===== config.mk =====
export PLATFORM = sky130hd
export DESIGN_NAME = calc_sequencer
export DESIGN_NICKNAME = d
export VERILOG_FILES = /design/src/rtl/calc_sequencer.sv
export SDC_FILE = /design/constraint.sdc
export NUM_CORES = 1
export LEC_CHECK = 0
export BUFFER_PORTS_ARGS = -buffer_cell sky130_fd_sc_hd__buf_2
export CAP_MARGIN = 20
export CORE_MARGIN = 2
export CORE_UTILIZATION = 55
export CTS_BUF_LIST = sky130_fd_sc_hd__clkbuf_16
export CTS_CLUSTER_DIAMETER = 40
export CTS_CLUSTER_SIZE = 16
export DETAILED_ROUTE_END_ITERATION = 6
export HOLD_SLACK_MARGIN = 0.15
export PLACE_DENSITY = 0.82
export SYNTH_ARGS = -nofsm -noshare
export SYNTH_HDL_FRONTEND = slang
export SYNTH_SLANG_ARGS = --single-unit

===== constraint.sdc =====
create_clock -name clk -period 4.6 [get_ports clk]
set_clock_uncertainty 0.05 [all_clocks]
set_input_delay 0.46 -clock clk [delete_from_list [all_inputs] [get_ports clk]]
set_output_delay 0.46 -clock clk [all_outputs]
set_load 0.02 [all_outputs]

===== src/rtl/calc_sequencer.sv =====
// rtl/calc_sequencer.sv - calculator operand/opcode entry sequencer with ALU handshake; optional backspace via CALC_SEQ_BACKSPACE_EN
module calc_sequencer #(
    parameter int DIGITS      = 4,
    parameter int DIGIT_W     = 4,
    parameter int OP_W        = 2,
    parameter int ALU_TIMEOUT = 16
) (
    input  logic                         clk,
    input  logic                         rst,
    input  logic                         exe,
    input  logic                         button,
`ifdef CALC_SEQ_BACKSPACE_EN
    input  logic                         del,
`endif
    input  logic [DIGIT_W-1:0]           digit_in,
    input  logic [OP_W-1:0]              op_in,
    input  logic                         alu_done,
    output logic [DIGITS*DIGIT_W-1:0]    alu_a,
    output logic [DIGITS*DIGIT_W-1:0]    alu_b,
    output logic [OP_W-1:0]              alu_op,
    output logic                         alu_start,
    output logic                         result_valid,
    output logic                         error,
    output logic [$clog2(DIGITS+1)-1:0]  digit_cnt,
    output logic [1:0]                   estado
);

    localparam int OPND_W = DIGITS * DIGIT_W;
    localparam int CNT_W  = $clog2(DIGITS + 1);
    localparam int TMR_W  = $clog2(ALU_TIMEOUT);

    typedef enum logic [2:0] {
        S_ENTER_A = 3'd0,
        S_ENTER_B = 3'd1,
        S_SEL_OP  = 3'd2,
        S_RUN     = 3'd3,
        S_SHOW    = 3'd4,
        S_ERR     = 3'd5
    } state_t;

    state_t             state_q;
    state_t             state_d;
    logic               exe_q;
    logic               button_q;
    logic               ex_r;
    logic               bt_r;
    logic               in_entry;
    logic               take_digit;
    logic               clear_all;
    logic [TMR_W-1:0]   timer;

    assign ex_r = exe & ~exe_q;
    assign bt_r = button & ~button_q;

    assign in_entry  = (state_q == S_ENTER_A) || (state_q == S_ENTER_B);
    assign clear_all = ((state_q == S_SHOW) || (state_q == S_ERR)) && ex_r;

`ifdef CALC_SEQ_BACKSPACE_EN
    logic del_q;
    logic del_r;
    logic take_del;

    assign del_r      = del & ~del_q;
    assign take_del   = in_entry && del_r && !ex_r && (digit_cnt != '0);
    // exe beats backspace, backspace beats a digit press
    assign take_digit = in_entry && bt_r && !ex_r && !del_r && (digit_cnt < CNT_W'(DIGITS));

    always_ff @(posedge clk or negedge rst) begin
        if (!rst) begin
            del_q <= 1'b0;
        end else begin
            del_q <= del;
        end
    end
`else
    assign take_digit = in_entry && bt_r && !ex_r && (digit_cnt < CNT_W'(DIGITS));
`endif

    always_ff @(posedge clk or negedge rst) begin
        if (!rst) begin
            state_q <= S_ENTER_A;
        end else begin
            state_q <= state_d;
        end
    end

    always_comb begin
        state_d = state_q;
        case (state_q)
            S_ENTER_A: if (ex_r) state_d = S_ENTER_B;
            S_ENTER_B: if (ex_r) state_d = S_SEL_OP;
            S_SEL_OP:  if (ex_r) state_d = S_RUN;
            S_RUN: begin
                // done takes precedence over a coincident timeout
                if (alu_done)                                state_d = S_SHOW;
                else if (timer == TMR_W'(ALU_TIMEOUT - 1))   state_d = S_ERR;
            end
            S_SHOW:    if (ex_r) state_d = S_ENTER_A;
            S_ERR:     if (ex_r) state_d = S_ENTER_A;
            default:   state_d = S_ENTER_A;
        endcase
    end

    always_comb begin
        estado = 2'd0;
        case (state_q)
            S_ENTER_A:      estado = 2'd0;
            S_ENTER_B:      estado = 2'd1;
            S_SEL_OP, S_RUN: estado = 2'd2;
            S_SHOW, S_ERR:  estado = 2'd3;
            default:        estado = 2'd0;
        endcase
    end

    assign result_valid = (state_q == S_SHOW);
    assign error        = (state_q == S_ERR);

    always_ff @(posedge clk or negedge rst) begin
        if (!rst) begin
            exe_q     <= 1'b0;
            button_q  <= 1'b0;
            alu_a     <= '0;
            alu_b     <= '0;
            alu_op    <= '0;
            alu_start <= 1'b0;
            digit_cnt <= '0;
            timer     <= '0;
        end else begin
            exe_q     <= exe;
            button_q  <= button;
            alu_start <= (state_q == S_SEL_OP) && ex_r;
            timer     <= (state_q == S_RUN) ? timer + 1'b1 : '0;

            if (clear_all) begin
                alu_a     <= '0;
                alu_b     <= '0;
                alu_op    <= '0;
                digit_cnt <= '0;
            end else if (in_entry && ex_r) begin
                digit_cnt <= '0;
            end else if (take_digit) begin
                if (state_q == S_ENTER_A) alu_a <= (alu_a << DIGIT_W) | OPND_W'(digit_in);
                else                      alu_b <= (alu_b << DIGIT_W) | OPND_W'(digit_in);
                digit_cnt <= digit_cnt + 1'b1;
            end
`ifdef CALC_SEQ_BACKSPACE_EN
            else if (take_del) begin
                if (state_q == S_ENTER_A) alu_a <= alu_a >> DIGIT_W;
                else                      alu_b <= alu_b >> DIGIT_W;
                digit_cnt <= digit_cnt - 1'b1;
            end
`endif

            if ((state_q == S_SEL_OP) && bt_r && !ex_r) begin
                alu_op <= op_in;
            end
        end
    end

endmodule


==> flow_metrics.py <==
metrics = {
    "outcome": {
        "outcome": "completed",
    },
    "power": {
        "pwr-share-comb": 0.383,
        "leakage_nw": 1.497,
        "p_sw_mw": 0.7131,
        "swShare": 0.3975,
        "p_per_area_mw_per_mm2": 679.0,
        "irDropWorstVdd_v": 0.0004012,
        "p_clk_frac": 0.227,
        "power.share.sequential": 0.390,
        "power.internal_mw": 1.081,
    },
    "critical_path": {
        "crit_buf_inv": 0,
        "cp_data_arrival_time_ns": 2.28,
        "cpMaxStageDelayCell": "nand4bb_2",
        "critPathMaxStageDelay_ns": 0.97,
        "worstPathCellList": "nand4bb_2 > nand2_1 > mux2i_1",
        "cp_top_family": "simple AND/OR/NAND/NOR gates",
        "worstSetupStartpointType": "flop",
        "critPathMaxFanout": 38,
        "critPathRequiredTime_ns": 4.71,
        "critPathKind": "reg2reg",
        "crit_path_end_kind": "flop",
    },
    "yosys": {
        "yosys_warnings": 0,
        "syn_area_mm2": 0.002135,
        "syn_nets": 218,
        "synth_top_cell_by_area": "dfrtp_1",
        "ys_seq_elements": 47,
        "ys_seq_area_frac": 0.5510,
        "synth.avg_cell_area_um2": 10.41,
        "ys_types": 30,
        "syn_inst": 205,
        "synth.top_cells.by_area": "dfrtp_1 (55%), mux2i_1 (16%), nand2_1 (7.0%)",
        "synth_top_area_share": 0.5510,
    },
    "clocking": {
        "clkLatencyLatePin_ns": 0.29,
        "cts_tree": "yes",
        "h-tree-depth": 2,
        "path_clk_slew_ns": 0.06,
        "post_cts_buffers": 0,
        "cts-resized-gates": 0,
        "clockRootBuffer": "clkbuf_16",
        "cts_sinks": 47,
        "cts_buffer_depth": 2,
        "numCtsBuffers": 5,
        "hold_buffers": 0,
    },
    "final_layout": {
        "drive_gt1_frac": 0.2500,
        "layout_commonest_cell": "buf_2",
        "syn_to_final_growth_pct": 23.80,
        "final_nets": 272,
        "insertedDiodeCount": 0,
        "fin_cells": 308,
        "layout_common_cells": "buf_2 (52), dfrtp_1 (47), nand2_1 (40)",
    },
    "route": {
        "post_drt_via_cell_ratio": 5.019,
        "wirelength_mm": 4.031,
        "vias": 1546,
        "drtIter0Drc": 150,
        "ant_nets": 0,
        "wl_per_cell_um": 13.09,
        "dr.pass1.iters": 4,
        "route.detailed.drc": 0,
    },
    "worst_hold_path": {
        "hp-class": "in2reg",
    },
    "placed_design": {
        "gp_congestion": 0.8460,
        "hpwlAfterDp_mm": 2.682,
        "dp.cells": 298,
        "portBuffers": 52,
    },
    "die": {
        "start_util": 0.5787,
        "die_height_um": 66.30,
        "die_x_um": 66.30,
        "rows": 22,
        "core_mm2": 0.003689,
        "ios": 53,
        "die-area_mm2": 0.004395,
    },
    "timing": {
        "fin_crit_sh": 0.4727,
        "max_freq_mhz": 459.9,
        "rsz0062_at_grt": "false",
        "period_needed_ns": 2.174,
        "fin_tns_setup_ns": 0,
        "tightest_slew_ns": 0.9766,
        "maxSlewHeadroom": 0.3486,
        "hold_violations": 0,
        "maxSlewViolCount": 0,
        "setup_viol": 0,
    },
    "grt": {
        "grt_first_pass_wirelength_mm": 6.941,
        "grt_max_degree": 48,
        "grt_pass1_vias": 1529,
        "grt_antenna_before_repair": 0,
        "grt_usage": 0.2109,
        "grt_overflow": 0,
    },
    "job": {
        "drv_cap": 0,
    },
}
final timing paths:
path / to / slack (ns) / start / cells past startpoint
min in group asynchronous: alu_a[12]$_DFFE_PN0P_ / 0.63 / rst / 2
worst max register to register: alu_a[11]$_DFFE_PN0P_ / 2.43 / state_q[1]$_DFFE_PN0P_ / 3
max in group asynchronous: alu_a[3]$_DFFE_PN0P_ / 3.37 / rst / 3
worst max-delay path: alu_a[11]$_DFFE_PN0P_ / 2.43 / state_q[1]$_DFFE_PN0P_ / 3
worst min register to register: timer[0]$_DFF_PN0_ / 0.43 / timer[0]$_DFF_PN0_ / 1
worst min-delay path: button_q$_DFF_PN0_ / 0.26 / button / 1
power groups by stage:
stage	Sequential, mW	Clock (mW)	Combinational [mW]
5_1_grt	0.727	0.431	0.765
4_1_cts	0.701	0.417	0.692
2_1_floorplan	0.827	0	0.327
3_5_place_dp	0.706	0	0.688
3_3_place_gp	0.700	0	0.665
6_report	0.700	0.407	0.687
metal layers:
metal	track usage	routed length, um	share of wire	vias to the layer above
met5	0	0	0	-
met4	0.09949	87	0.022	0
met3	0.04089	204	0.051	7
met2	0.3500	1934	0.48	44
met1	0.2637	1805	0.45	729
li1	-	-	-	766
stage by stage:
stage	power [mW]	setup WS [ns]	instance area [um2]	util	hold WS (ns)
2_1_floorplan	1.154	2.832	2135	-	0.1144
3_3_place_gp	1.366	2.331	2422	0.6567	0.4038
3_5_place_dp	1.394	2.441	2437	0.6608	0.4256
4_1_cts	1.810	2.406	2605	0.7062	0.2586
5_1_grt	1.923	2.174	2643	0.7164	0.2676
6_report	1.794	2.426	2643	0.7164	0.2638
state kept, by name, summed over array words and instances, names as in the netlist:
signal and flops:
digit_cnt 3, alu_op 2, exe_q 1, button_q 1, alu_start 1, alu_b 16, state_q 3, alu_a 16
timer 4
cell usage after synthesis:
master,instances
or4_1,1
buf_1,1
nor2_1,11
o21ai_0,2
o2bb2ai_1,2
nand3_1,1
buf_6,1
o221ai_1,1
xor2_1,2
ha_1,2
a21oi_1,2
dfrtp_1,47
or4b_1,1
inv_1,30
a2bb2oi_1,1
buf_2,3
or3_1,1
mux2i_1,34
nor4_4,1
and3_1,2
a31oi_1,2
xnor2_1,1
nand2b_1,3
nand4_1,2
nand4bb_1,1
o41ai_1,1
nor2b_1,4
nand2_1,40
clkbuf_1,4
or3_4,1
area by class of cell:
type                       count  area, um2
timing repair buffer          56      320.3
clock buffer                   5      125.1
sequential                    47       1176
fill                         285       1046
multi-input combinational    119      805.8
tap                           48      60.06
clock inverter                 3      42.54
inverter                      30      112.6
cell families (layout without fill, tap and decap cells):
logic type | after synthesis | count (layout) | share of synthesized area
AO/OA/AOI/OAI | 11 | 11 | 0.03576
buffers and inverters | 39 | 94 | 0.07385
AND/OR/NAND/NOR | 69 | 69 | 0.1559
adder cells (fa/ha/maj) | 2 | 2 | 0.01172
XOR/XNOR | 3 | 3 | 0.01231
flip-flops | 47 | 47 | 0.5510
multiplexers | 34 | 34 | 0.1594
Power figures use the tool's default switching activity.
